`config.mk`:
```
export PLATFORM = sky130hd
export DESIGN_NAME = wb_pro_unit_flat
export DESIGN_NICKNAME = d
export VERILOG_FILES = /design/src/rtl/wb_pro_pkg.sv /design/src/rtl/wb_pro_unit_if.sv /design/src/rtl/load_align.sv /design/src/rtl/wb_pro_unit.sv /design/src/flat_wrapper.sv
export SDC_FILE = /design/constraint.sdc
export NUM_CORES = 1
export LEC_CHECK = 0
export CORE_MARGIN = 10
export CORE_UTILIZATION = 45
export CTS_BUF_LIST = sky130_fd_sc_hd__clkbuf_8 sky130_fd_sc_hd__clkbuf_16
export DETAILED_ROUTE_END_ITERATION = 12
export GPL_TIMING_DRIVEN = 1
export HOLD_SLACK_MARGIN = 0.15
export PLACE_DENSITY = 0.74
export SLEW_MARGIN = 20
export SYNTH_ARGS = -nofsm -noshare
export SYNTH_HDL_FRONTEND = slang
export SYNTH_HIERARCHICAL = 1
export SYNTH_SLANG_ARGS = --single-unit
```
`constraint.sdc`:
```
create_clock -name clk -period 5.91 [get_ports clk]
set_clock_uncertainty 0.1 [all_clocks]
set_input_delay 0.8865 -clock clk [delete_from_list [all_inputs] [get_ports clk]]
set_output_delay 0.8865 -clock clk [all_outputs]
set_load 0.01 [all_outputs]
```
`src/rtl/wb_pro_pkg.sv`:
```
// Shared types and encodings for the pro-pipe writeback stage (wb_pro_unit).
package wb_pro_pkg;

  typedef enum logic [0:0] {StIdle, StWait} wb_state_e;

  localparam logic [2:0] SZ_BYTE = 3'd1;
  localparam logic [2:0] SZ_HALF = 3'd2;
  localparam logic [2:0] SZ_WORD = 3'd4;

  localparam logic [1:0] LR_NONE = 2'd0;
  localparam logic [1:0] LR_LWL  = 2'd1;
  localparam logic [1:0] LR_LWR  = 2'd2;

  typedef struct packed {
    logic        wRegEn;
    logic [4:0]  wRegAddr;
    logic [31:0] aluAns;
    logic [31:0] pc;
    logic        reverse;
    logic [2:0]  rsize;
    logic        signExt;
    logic [1:0]  left_right;
    logic [31:0] rtReg;
  } load_ctx_t;

endpackage

```
`src/rtl/wb_pro_unit_if.sv`:
```
// Bundle of MEM/WB, data-cache and register-file signals around wb_pro_unit.
// Optional forwarding outputs appear when WB_PRO_FWD_EN is defined.
interface wb_pro_unit_if;
  logic        in_wRegEn;
  logic [4:0]  in_wRegAddr;
  logic [31:0] in_aluAns;
  logic [31:0] in_pc;
  logic        in_reverse;
  logic        in_rwmem;
  logic [2:0]  in_rsize;
  logic        in_signExt;
  logic [1:0]  in_left_right;
  logic [31:0] in_rtReg;
  logic        dc_rvalid;
  logic [31:0] dc_rdata;
  logic        rf_we;
  logic [4:0]  rf_waddr;
  logic [31:0] rf_wdata;
  logic        wb_stall;
  logic        wb_err;
  logic [31:0] commit_pc;
  logic        commit_reverse;
`ifdef WB_PRO_FWD_EN
  logic        fwd_valid;
  logic [31:0] fwd_data;

  modport master (
    output in_wRegEn, in_wRegAddr, in_aluAns, in_pc, in_reverse, in_rwmem, in_rsize,
           in_signExt, in_left_right, in_rtReg, dc_rvalid, dc_rdata,
    input  rf_we, rf_waddr, rf_wdata, wb_stall, wb_err, commit_pc, commit_reverse,
           fwd_valid, fwd_data
  );
  modport slave (
    input  in_wRegEn, in_wRegAddr, in_aluAns, in_pc, in_reverse, in_rwmem, in_rsize,
           in_signExt, in_left_right, in_rtReg, dc_rvalid, dc_rdata,
    output rf_we, rf_waddr, rf_wdata, wb_stall, wb_err, commit_pc, commit_reverse,
           fwd_valid, fwd_data
  );
`else
  modport master (
    output in_wRegEn, in_wRegAddr, in_aluAns, in_pc, in_reverse, in_rwmem, in_rsize,
           in_signExt, in_left_right, in_rtReg, dc_rvalid, dc_rdata,
    input  rf_we, rf_waddr, rf_wdata, wb_stall, wb_err, commit_pc, commit_reverse
  );
  modport slave (
    input  in_wRegEn, in_wRegAddr, in_aluAns, in_pc, in_reverse, in_rwmem, in_rsize,
           in_signExt, in_left_right, in_rtReg, dc_rvalid, dc_rdata,
    output rf_we, rf_waddr, rf_wdata, wb_stall, wb_err, commit_pc, commit_reverse
  );
`endif
endinterface

```
`src/rtl/load_align.sv`:
```
// Combinational load data aligner: lane select, sign/zero extension and LWL/LWR merge.
module load_align
  import wb_pro_pkg::*;
(
  input  logic [31:0] m_i,
  input  logic [31:0] rt_i,
  input  logic [1:0]  addr_i,
  input  logic [2:0]  rsize_i,
  input  logic        sign_ext_i,
  input  logic [1:0]  left_right_i,
  output logic [31:0] data_o
);

  logic [7:0]  byte_v;
  logic [15:0] half_v;

  always_comb begin
    byte_v = m_i[{addr_i, 3'b000} +: 8];
    half_v = m_i[{addr_i[1], 4'b0000} +: 16];
    data_o = m_i;
    // Unaligned-left/right forms take precedence over the access size.
    case (left_right_i)
      LR_LWL: begin
        case (addr_i)
          2'd0:    data_o = {m_i[7:0], rt_i[23:0]};
          2'd1:    data_o = {m_i[15:0], rt_i[15:0]};
          2'd2:    data_o = {m_i[23:0], rt_i[7:0]};
          default: data_o = m_i;
        endcase
      end
      LR_LWR: begin
        case (addr_i)
          2'd0:    data_o = m_i;
          2'd1:    data_o = {rt_i[31:24], m_i[31:8]};
          2'd2:    data_o = {rt_i[31:16], m_i[31:16]};
          default: data_o = {rt_i[31:8], m_i[31:24]};
        endcase
      end
      default: begin
        case (rsize_i)
          SZ_BYTE: data_o = {{24{sign_ext_i & byte_v[7]}}, byte_v};
          SZ_HALF: data_o = {{16{sign_ext_i & half_v[15]}}, half_v};
          default: data_o = m_i;
        endcase
      end
    endcase
  end

endmodule

```
`src/rtl/wb_pro_unit.sv`:
```
// Pro-pipe writeback: commits ALU results or aligned load data, stalling while a load waits.
// Define WB_PRO_FWD_EN to expose same-cycle forwarding outputs on the interface.
module wb_pro_unit
  import wb_pro_pkg::*;
#(
  parameter int unsigned WAIT_LIMIT = 255
) (
  input logic          clk,
  input logic          aresetn,
  wb_pro_unit_if.slave bus
);

  localparam int unsigned CntW = (WAIT_LIMIT > 1) ? $clog2(WAIT_LIMIT) : 1;

  wb_state_e       state_q;
  logic [CntW-1:0] cnt_q;
  load_ctx_t       ctx_q;
  load_ctx_t       live_ctx;
  load_ctx_t       cur_ctx;
  logic [31:0]     align_data;
  logic            commit_alu;
  logic            commit_load;
  logic            timeout_hit;

  logic            rf_we_q;
  logic [4:0]      rf_waddr_q;
  logic [31:0]     rf_wdata_q;
  logic            wb_err_q;
  logic [31:0]     commit_pc_q;
  logic            commit_reverse_q;

  always_comb begin
    live_ctx = '{wRegEn:     bus.in_wRegEn,
                 wRegAddr:   bus.in_wRegAddr,
                 aluAns:     bus.in_aluAns,
                 pc:         bus.in_pc,
                 reverse:    bus.in_reverse,
                 rsize:      bus.in_rsize,
                 signExt:    bus.in_signExt,
                 left_right: bus.in_left_right,
                 rtReg:      bus.in_rtReg};
    // While waiting, upstream may have moved on; only the captured context is trusted.
    cur_ctx     = (state_q == StWait) ? ctx_q : live_ctx;
    commit_alu  = (state_q == StIdle) && !bus.in_rwmem;
    commit_load = bus.dc_rvalid && ((state_q == StWait) || bus.in_rwmem);
    timeout_hit = (WAIT_LIMIT != 0) && (state_q == StWait) && !bus.dc_rvalid &&
                  (cnt_q == CntW'(WAIT_LIMIT - 1));
  end

  load_align u_load_align (
    .m_i         (bus.dc_rdata),
    .rt_i        (cur_ctx.rtReg),
    .addr_i      (cur_ctx.aluAns[1:0]),
    .rsize_i     (cur_ctx.rsize),
    .sign_ext_i  (cur_ctx.signExt),
    .left_right_i(cur_ctx.left_right),
    .data_o      (align_data)
  );

  always_ff @(posedge clk) begin
    if (!aresetn) begin
      state_q          <= StIdle;
      cnt_q            <= '0;
      ctx_q            <= '0;
      rf_we_q          <= 1'b0;
      rf_waddr_q       <= '0;
      rf_wdata_q       <= '0;
      wb_err_q         <= 1'b0;
      commit_pc_q      <= '0;
      commit_reverse_q <= 1'b0;
    end else begin
      rf_we_q  <= 1'b0;
      wb_err_q <= 1'b0;
      if (commit_alu || commit_load) begin
        rf_we_q          <= cur_ctx.wRegEn && (cur_ctx.wRegAddr != '0);
        rf_waddr_q       <= cur_ctx.wRegAddr;
        rf_wdata_q       <= commit_load ? align_data : cur_ctx.aluAns;
        commit_pc_q      <= cur_ctx.pc;
        commit_reverse_q <= cur_ctx.reverse;
      end
      unique case (state_q)
        StIdle: begin
          if (bus.in_rwmem && !bus.dc_rvalid) begin
            state_q <= StWait;
            ctx_q   <= live_ctx;
            cnt_q   <= '0;
          end
        end
        StWait: begin
          if (bus.dc_rvalid) begin
            state_q <= StIdle;
          end else if (timeout_hit) begin
            state_q  <= StIdle;
            wb_err_q <= 1'b1;
          end else begin
            cnt_q <= cnt_q + CntW'(1);
          end
        end
        default: state_q <= StIdle;
      endcase
    end
  end

  assign bus.wb_stall       = !bus.dc_rvalid &&
                              ((state_q == StWait) ? !timeout_hit : bus.in_rwmem);
  assign bus.rf_we          = rf_we_q;
  assign bus.rf_waddr       = rf_waddr_q;
  assign bus.rf_wdata       = rf_wdata_q;
  assign bus.wb_err         = wb_err_q;
  assign bus.commit_pc      = commit_pc_q;
  assign bus.commit_reverse = commit_reverse_q;

`ifdef WB_PRO_FWD_EN
  assign bus.fwd_valid = commit_load || (commit_alu && bus.in_wRegEn);
  assign bus.fwd_data  = commit_load ? align_data : bus.in_aluAns;
`endif

endmodule
```
`src/flat_wrapper.sv`:
```
// flat-port wrapper written by rule: the top's interface ports become plain ports
module wb_pro_unit_flat import wb_pro_pkg::*;
#(
  parameter int unsigned WAIT_LIMIT = 255
)
  (clk, aresetn, bus_in_wRegEn, bus_in_wRegAddr, bus_in_aluAns, bus_in_pc, bus_in_reverse, bus_in_rwmem, bus_in_rsize, bus_in_signExt, bus_in_left_right, bus_in_rtReg, bus_dc_rvalid, bus_dc_rdata, bus_rf_we, bus_rf_waddr, bus_rf_wdata, bus_wb_stall, bus_wb_err, bus_commit_pc, bus_commit_reverse);
  wb_pro_unit_if bus_i ();
  input logic clk;
  input logic aresetn;
  input wire logic [$bits(bus_i.in_wRegEn)-1:0] bus_in_wRegEn;
  input wire logic [$bits(bus_i.in_wRegAddr)-1:0] bus_in_wRegAddr;
  input wire logic [$bits(bus_i.in_aluAns)-1:0] bus_in_aluAns;
  input wire logic [$bits(bus_i.in_pc)-1:0] bus_in_pc;
  input wire logic [$bits(bus_i.in_reverse)-1:0] bus_in_reverse;
  input wire logic [$bits(bus_i.in_rwmem)-1:0] bus_in_rwmem;
  input wire logic [$bits(bus_i.in_rsize)-1:0] bus_in_rsize;
  input wire logic [$bits(bus_i.in_signExt)-1:0] bus_in_signExt;
  input wire logic [$bits(bus_i.in_left_right)-1:0] bus_in_left_right;
  input wire logic [$bits(bus_i.in_rtReg)-1:0] bus_in_rtReg;
  input wire logic [$bits(bus_i.dc_rvalid)-1:0] bus_dc_rvalid;
  input wire logic [$bits(bus_i.dc_rdata)-1:0] bus_dc_rdata;
  output wire logic [$bits(bus_i.rf_we)-1:0] bus_rf_we;
  output wire logic [$bits(bus_i.rf_waddr)-1:0] bus_rf_waddr;
  output wire logic [$bits(bus_i.rf_wdata)-1:0] bus_rf_wdata;
  output wire logic [$bits(bus_i.wb_stall)-1:0] bus_wb_stall;
  output wire logic [$bits(bus_i.wb_err)-1:0] bus_wb_err;
  output wire logic [$bits(bus_i.commit_pc)-1:0] bus_commit_pc;
  output wire logic [$bits(bus_i.commit_reverse)-1:0] bus_commit_reverse;
  assign bus_i.in_wRegEn = bus_in_wRegEn;
  assign bus_i.in_wRegAddr = bus_in_wRegAddr;
  assign bus_i.in_aluAns = bus_in_aluAns;
  assign bus_i.in_pc = bus_in_pc;
  assign bus_i.in_reverse = bus_in_reverse;
  assign bus_i.in_rwmem = bus_in_rwmem;
  assign bus_i.in_rsize = bus_in_rsize;
  assign bus_i.in_signExt = bus_in_signExt;
  assign bus_i.in_left_right = bus_in_left_right;
  assign bus_i.in_rtReg = bus_in_rtReg;
  assign bus_i.dc_rvalid = bus_dc_rvalid;
  assign bus_i.dc_rdata = bus_dc_rdata;
  assign bus_rf_we = bus_i.rf_we;
  assign bus_rf_waddr = bus_i.rf_waddr;
  assign bus_rf_wdata = bus_i.rf_wdata;
  assign bus_wb_stall = bus_i.wb_stall;
  assign bus_wb_err = bus_i.wb_err;
  assign bus_commit_pc = bus_i.commit_pc;
  assign bus_commit_reverse = bus_i.commit_reverse;
  wb_pro_unit #(.WAIT_LIMIT(WAIT_LIMIT)) u_core (.clk(clk), .aresetn(aresetn), .bus(bus_i));
endmodule
```
**Word level (Yosys, flattened, before mapping)**

Cells that the tools add are included.

- Bits in registers: 190
- Latch bits: 0
- RAM bits: 0
- ROM bits: 0
- Output and inout bits: 73
- Word-level logic and storage cells: 68
- Memories: 0

- Add/subtract/negate cells: 1
- Multiply operators: 0
- Div/mod/pow operators: 0
- Order comparisons: 0
- Equality and inequality tests: 10
- Shift operators: 2
- Mux-type cells: 16
- Bitwise logic cells: 4
- Reductions and logical operators: 18

Operators by type and width:

| cell | number |
|---|---|
| case mux 32 bit (3 select lines) | 2 |
| case mux 32 bit (2 select lines) | 2 |
| 2-to-1 mux 109 bit | 1 |
| 2-to-1 mux 32 bit | 1 |
| variable part select 32 x 6 -> 16 bit | 1 |
| variable part select 32 x 6 -> 8 bit | 1 |
| 2-to-1 mux 8 bit | 3 |
| case mux 8 bit (2 select lines) | 1 |
| adder 8 x 1 -> 8 bit, second input constant | 1 |
| equality test 8 bit, second input constant | 1 |
| logical AND 1 bit | 7 |
| inequality test 2 bit, second input constant | 3 |
| 2-to-1 mux 1 bit | 5 |
| nonzero test 5 bit | 1 |
| equality test 2 x 1 -> 1 bit, second input constant | 2 |
| equality test 2 bit, second input constant | 2 |
| AND reduction 2 bit | 2 |
| equality test 3 x 1 -> 1 bit, second input constant | 1 |
| equality test 3 x 2 -> 1 bit, second input constant | 1 |
| zero test 1 bit | 3 |
| AND reduction 3 bit | 1 |
| OR reduction 3 bit | 1 |
| AND 1 bit | 2 |
| zero test 2 bit | 1 |
| 3 further kinds | 5 |

**Longest topological paths before layout**

- Depth after elaboration: 6
- Depth in mapped cells: 12
- Depth with buffers taken out: 7

**Cells and area by module**

The synthesis kept the hierarchy.

Modules (own cells, without submodules):

| module | instances | cells an instance | area each (um2) | sequential area each (um2) |
|---|---|---|---|---|
| wb_pro_unit | 1 | 777 | 6,910.4 | 3,203.1 |
| load_align | 1 | 247 | 1,960.6 | 0.0 |

**Worst setup path before layout**

OpenSTA, ideal clock, no wires.

- Path type: input -> register
- Start: input port bus_in_aluAns[1]
- End: register u_core.rf_wdata_q[24] (netlist: u_core/bus.rf_wdata[24])
- Setup time: 0.134 ns
- Data arrival time: 2.601 ns
- Slack: 3.075 ns
- Cell stages on the path: 9
- Path buffers: 2
- Cells stage by stage: mux2_2 -> buf_6 -> buf_4 -> nor2_2 -> mux2_2 -> a221oi_1 -> a21oi_1 -> mux2i_1 -> a211oi_1

- Longest elaborated chain between the ends: 6
- Elaborated cells between the ends (all ways): 13
- Classes of those cells: eq/ne: 2; shift: 2; mux: 6; bitwise: 2; reduce/logical: 1

RTL lines:

| item | line | source |
|---|---|---|
| start, declared | flat_wrapper.sv:12 | `input wire logic [$bits(bus_i.in_aluAns)-1:0] bus_in_aluAns;` |
| 2-to-1 mux 109 bit (*) | wb_pro_unit.sv:43 | `cur_ctx = (state_q == StWait) ? ctx_q : live_ctx;` |
| variable part select 32 x 6 -> 16 bit / variable part select 32 x 6 -> 8 bit (equally long branches) | load_align.sv:19, load_align.sv:18 |  |
| AND 1 bit (on tied branches) | load_align.sv:42, load_align.sv:41 |  |
| case mux 32 bit (2 select lines) | load_align.sv:40 | `case (rsize_i)` |
| case mux 32 bit (2 select lines) (*) | load_align.sv:22 | `case (left_right_i)` |
| named net u_core.align_data[24] | wb_pro_unit.sv:20 | `logic [31:0] align_data;` |
| 2-to-1 mux 32 bit (*) | wb_pro_unit.sv:77 | `rf_wdata_q <= commit_load ? align_data : cur_ctx.aluAns;` |
| end signal, assigned | wb_pro_unit.sv:77 |  |
| end, declared | wb_pro_unit.sv:27 | `logic [31:0] rf_wdata_q;` |

Mark *: on every way through the listed nets, which the timed path passes. The rest lies on a longest branch.
A chain may end at the register's enable or synchronous reset.

==> impl_metrics.tcl <==
set metrics [dict create \
    rows 51 \
    place_ws_ns 1.81 \
    synth_edf_count 0 \
    totalWireLength_um 30300 \
    ys_warn_count 6 \
    fin_nets 1321 \
    postLayoutCoreUtil_pct 59.5 \
    ctsLongestPathBuffers 2 \
    r2r_setup_slack_ns 2.10 \
    remaining_drc_errors 0 \
    grt_max_degree 99 \
    die_w_um 160 \
    gp_congestion 0.966 \
    required_ns 6.07 \
    hold_depth 2 \
    reg2reg_to "u_core/bus.rf_wdata[21]$_SDFFE_PN0P_" \
    end_kind "register" \
    grt_first_pass_wirelength_um 46200 \
    pwr_density_cell_nw_per_um2 262 \
    cts_sinks 160 \
    dp_hpwl_um 21400 \
    initialDrtViolationCount 877 \
    setup_ws_ns 2.06 \
    yosysTopAreaCell "dfxtp_1" \
    ant_nets 0 \
    dr.pass1.iters 6 \
    syn-mean-instance-area_um2 8.66 \
    ctsResizeCount 0 \
    maxCapViolations 0 \
    core_um2 19400 \
    fp.dieArea_um2 25700 \
    clkSlewWorstSetupHoldPaths_ns 0.07 \
    grt_usage_pct 22.3 \
    setup_violations 0 \
    cts-root-buf "clkbuf_16" \
    hold_viol 0 \
    synth_area_um2 8870 \
    htree_levels 4 \
    cts_tree "yes" \
    drive_above_1_share_pct 11.6 \
    pin_count 218 \
    synth_nets 1173 \
    rsz0062_at_grt "no" \
    fin_crit_sh_pct 65.1 \
    synthTopCellsByArea "dfxtp_1, mux2i_1, nand2_1" \
    setup-tns-final_ns 0 \
    worstPathMaxFanout 40 \
    slew_violations 0 \
    worst_slew_pin_slew_ns 1.09 \
    hp-class "reg -> reg" \
    cts_inserted_buffers 17 \
    grt_pass1_vias 7922 \
    cts-hold-fix-buffers 0 \
    critPathLaunchType "primary input" \
    r2r-start "u_core/state_q$_SDFF_PN0_" \
    min_from "u_core/ctx_q[27]$_SDFFE_PN0P_" \
    wl_per_cell_um 20.9 \
    ys_seq_area_share_pct 36.1 \
    clk_latency_ns 0.43 \
    die_height_um 160 \
    worstRegToRegCells 8 \
    antenna_found_initial 2 \
    areaGrowthSynthToFinish_pct 30.1 \
    post_cts_buffers 0 \
    ir_worst_vdd_uv 195 \
    fin_hold_ws_ns 0.355 \
    arrival_ns 4.01 \
    grt_overflow 0 \
    max_freq_mhz 260 \
    power.total_mw 3.02 \
    synth-async-reset-ratio_pct 0 \
    start_util_pct 45.7 \
    io_buffer_count 217 \
    synth_cell_types 49 \
    crit_type "in -> reg" \
    drt-vias-per-instance 5.76 \
    synth_top_area_share_pct 36.1 \
    min_to "u_core/ctx_q[27]$_SDFFE_PN0P_" \
    fin_crit_ns 3.85 \
    ys_seq_elements 160 \
    synth_flop_cell "dfxtp_1" \
    slew_headroom_pct 27.2 \
    netlist_instances 1024 \
    vias 8367 \
    status "complete, no violations" \
    power.leakage_nw 4.20 \
]
==> report_power, final <==
group	internal, mW	switching, mW	leakage [nW]
clock	0.568	0.534	0.284
combinational	0.351	0.378	2.60
sequential	1.15	0.0416	1.32
total	2.07	0.953	4.20
==> final cells by class <==
type / count / area, µm²
multi-input cells: 757 / 5120
well taps: 265 / 332
diodes: 2 / 5.00
clock buffers: 17 / 425
fillers: 1748 / 7860
repair buffers: 230 / 2260
flip-flops and latches: 160 / 3210
inverters: 6 / 25.0
clock inverters: 15 / 165
==> Yosys cell counts (all sizes together), types with 2 or more instances <==
cell and count:
inv 6, nor3 2, or3b 2, nand3 13, clkbuf 32, nor2 85, a311oi 2, a221oi 39
a211oi 71, a21oi 116, and4 2, a41oi 7, mux2 57, ha 4, nor4 2, nand2b 3
or3 2, xnor2 3, and3 7, dfxtp 160, nand2 196, o21ai 12, buf 69, mux2i 94
mux4 17, a31oi 2, nand4 6
==> worst max-delay path, stage by stage <==
cell	delay (ns)
clkdlybuf4s50_1	0.48
mux2_2	0.82
nand4bb_1	0.73
and3_1	0.45
a221oi_1	0.23
a21oi_1	0.11
mux2i_1	0.15
a211oi_1	0.10
==> routing by layer <==
metal	GRT usage (%)	wire (µm)	vias up	share of wire (%)
li1	-	-	3998	-
met1	26.8	12300	3934	41
met2	36.1	14200	382	47
met3	8.13	2940	51	9.7
met4	7.43	857	2	2.8
met5	0	17	-	0.056
==> kinds of logic after synthesis <==
logic type	after synthesis	synth area share (%)
flops	160	36.1
buf+inv	107	6.33
simple gates	329	15.7
compound gates	252	18.8
fa+ha+maj	4	0.564
xor+xnor	4	0.395
mux	168	22.2
==> per-stage QoR <==
step / std cells / instance area [µm²]
after floorplan: 1024 / 8870
after global placement: 1418 / 10900
after detailed placement: 1418 / 10900
after CTS: 1450 / 11500
after global routing: 1450 / 11500
final: 1452 / 11500
==> worst max-delay path by stage <==
stage | from | end | slack [ns] | cells after the start
after floorplan | bus_in_aluAns[1] | u_core/bus.rf_wdata[24]$_SDFFE_PN0P_ | 3.07 | 9
after detailed placement | bus_in_aluAns[1] | u_core/bus.rf_wdata[6]$_SDFFE_PN0P_ | 1.81 | 8
final | bus_in_aluAns[1] | u_core/bus.rf_wdata[6]$_SDFFE_PN0P_ | 2.06 | 8
after global placement | bus_in_aluAns[1] | u_core/bus.rf_wdata[6]$_SDFFE_PN0P_ | 1.88 | 8
after CTS | u_core/state_q$_SDFF_PN0_ | bus_wb_stall | 2.07 | 5
after global routing | bus_in_aluAns[1] | u_core/bus.rf_wdata[6]$_SDFFE_PN0P_ | 1.90 | 8
==> layout by cell type (no fill, tap or decap), types with 2 or more instances in the layout <==
master | netlist | final
nor3_1 | 2 | 2
inv_8 | 0 | 4
nand2_1 | 196 | 196
inv_6 | 0 | 4
a21oi_1 | 116 | 116
a31oi_1 | 2 | 2
a41oi_1 | 7 | 7
buf_4 | 9 | 13
dfxtp_1 | 160 | 159
mux2i_1 | 94 | 94
o21ai_0 | 11 | 11
mux4_2 | 17 | 17
mux2_2 | 57 | 57
a311oi_1 | 2 | 2
nand4_1 | 6 | 6
a221oi_1 | 39 | 39
inv_1 | 4 | 4
and3_1 | 7 | 7
diode_2 | 0 | 2
nand3_1 | 12 | 12
nor2_1 | 84 | 84
clkdlybuf4s50_1 | 0 | 216
and4_1 | 2 | 2
clkinvlp_4 | 0 | 2
clkbuf_16 | 0 | 17
ha_1 | 4 | 4
or3b_1 | 2 | 2
a211oi_1 | 70 | 70
or3_1 | 2 | 2
clkinv_8 | 0 | 4
nand2b_1 | 3 | 2
xnor2_1 | 3 | 3
==> flip-flops by register name, summed over array words and instances, names as in the netlist <==
| register | count |
|---|---|
| u_core/bus.commit_pc | 32 |
| u_core/bus.commit_reverse | 1 |
| u_core/bus.rf_waddr | 5 |
| u_core/bus.rf_wdata | 32 |
| u_core/bus.rf_we | 1 |
| u_core/bus.wb_err | 1 |
| u_core/cnt_q | 8 |
| u_core/ctx_q | 79 |
| u_core/state_q | 1 |
Power figures use the tool's default switching activity.
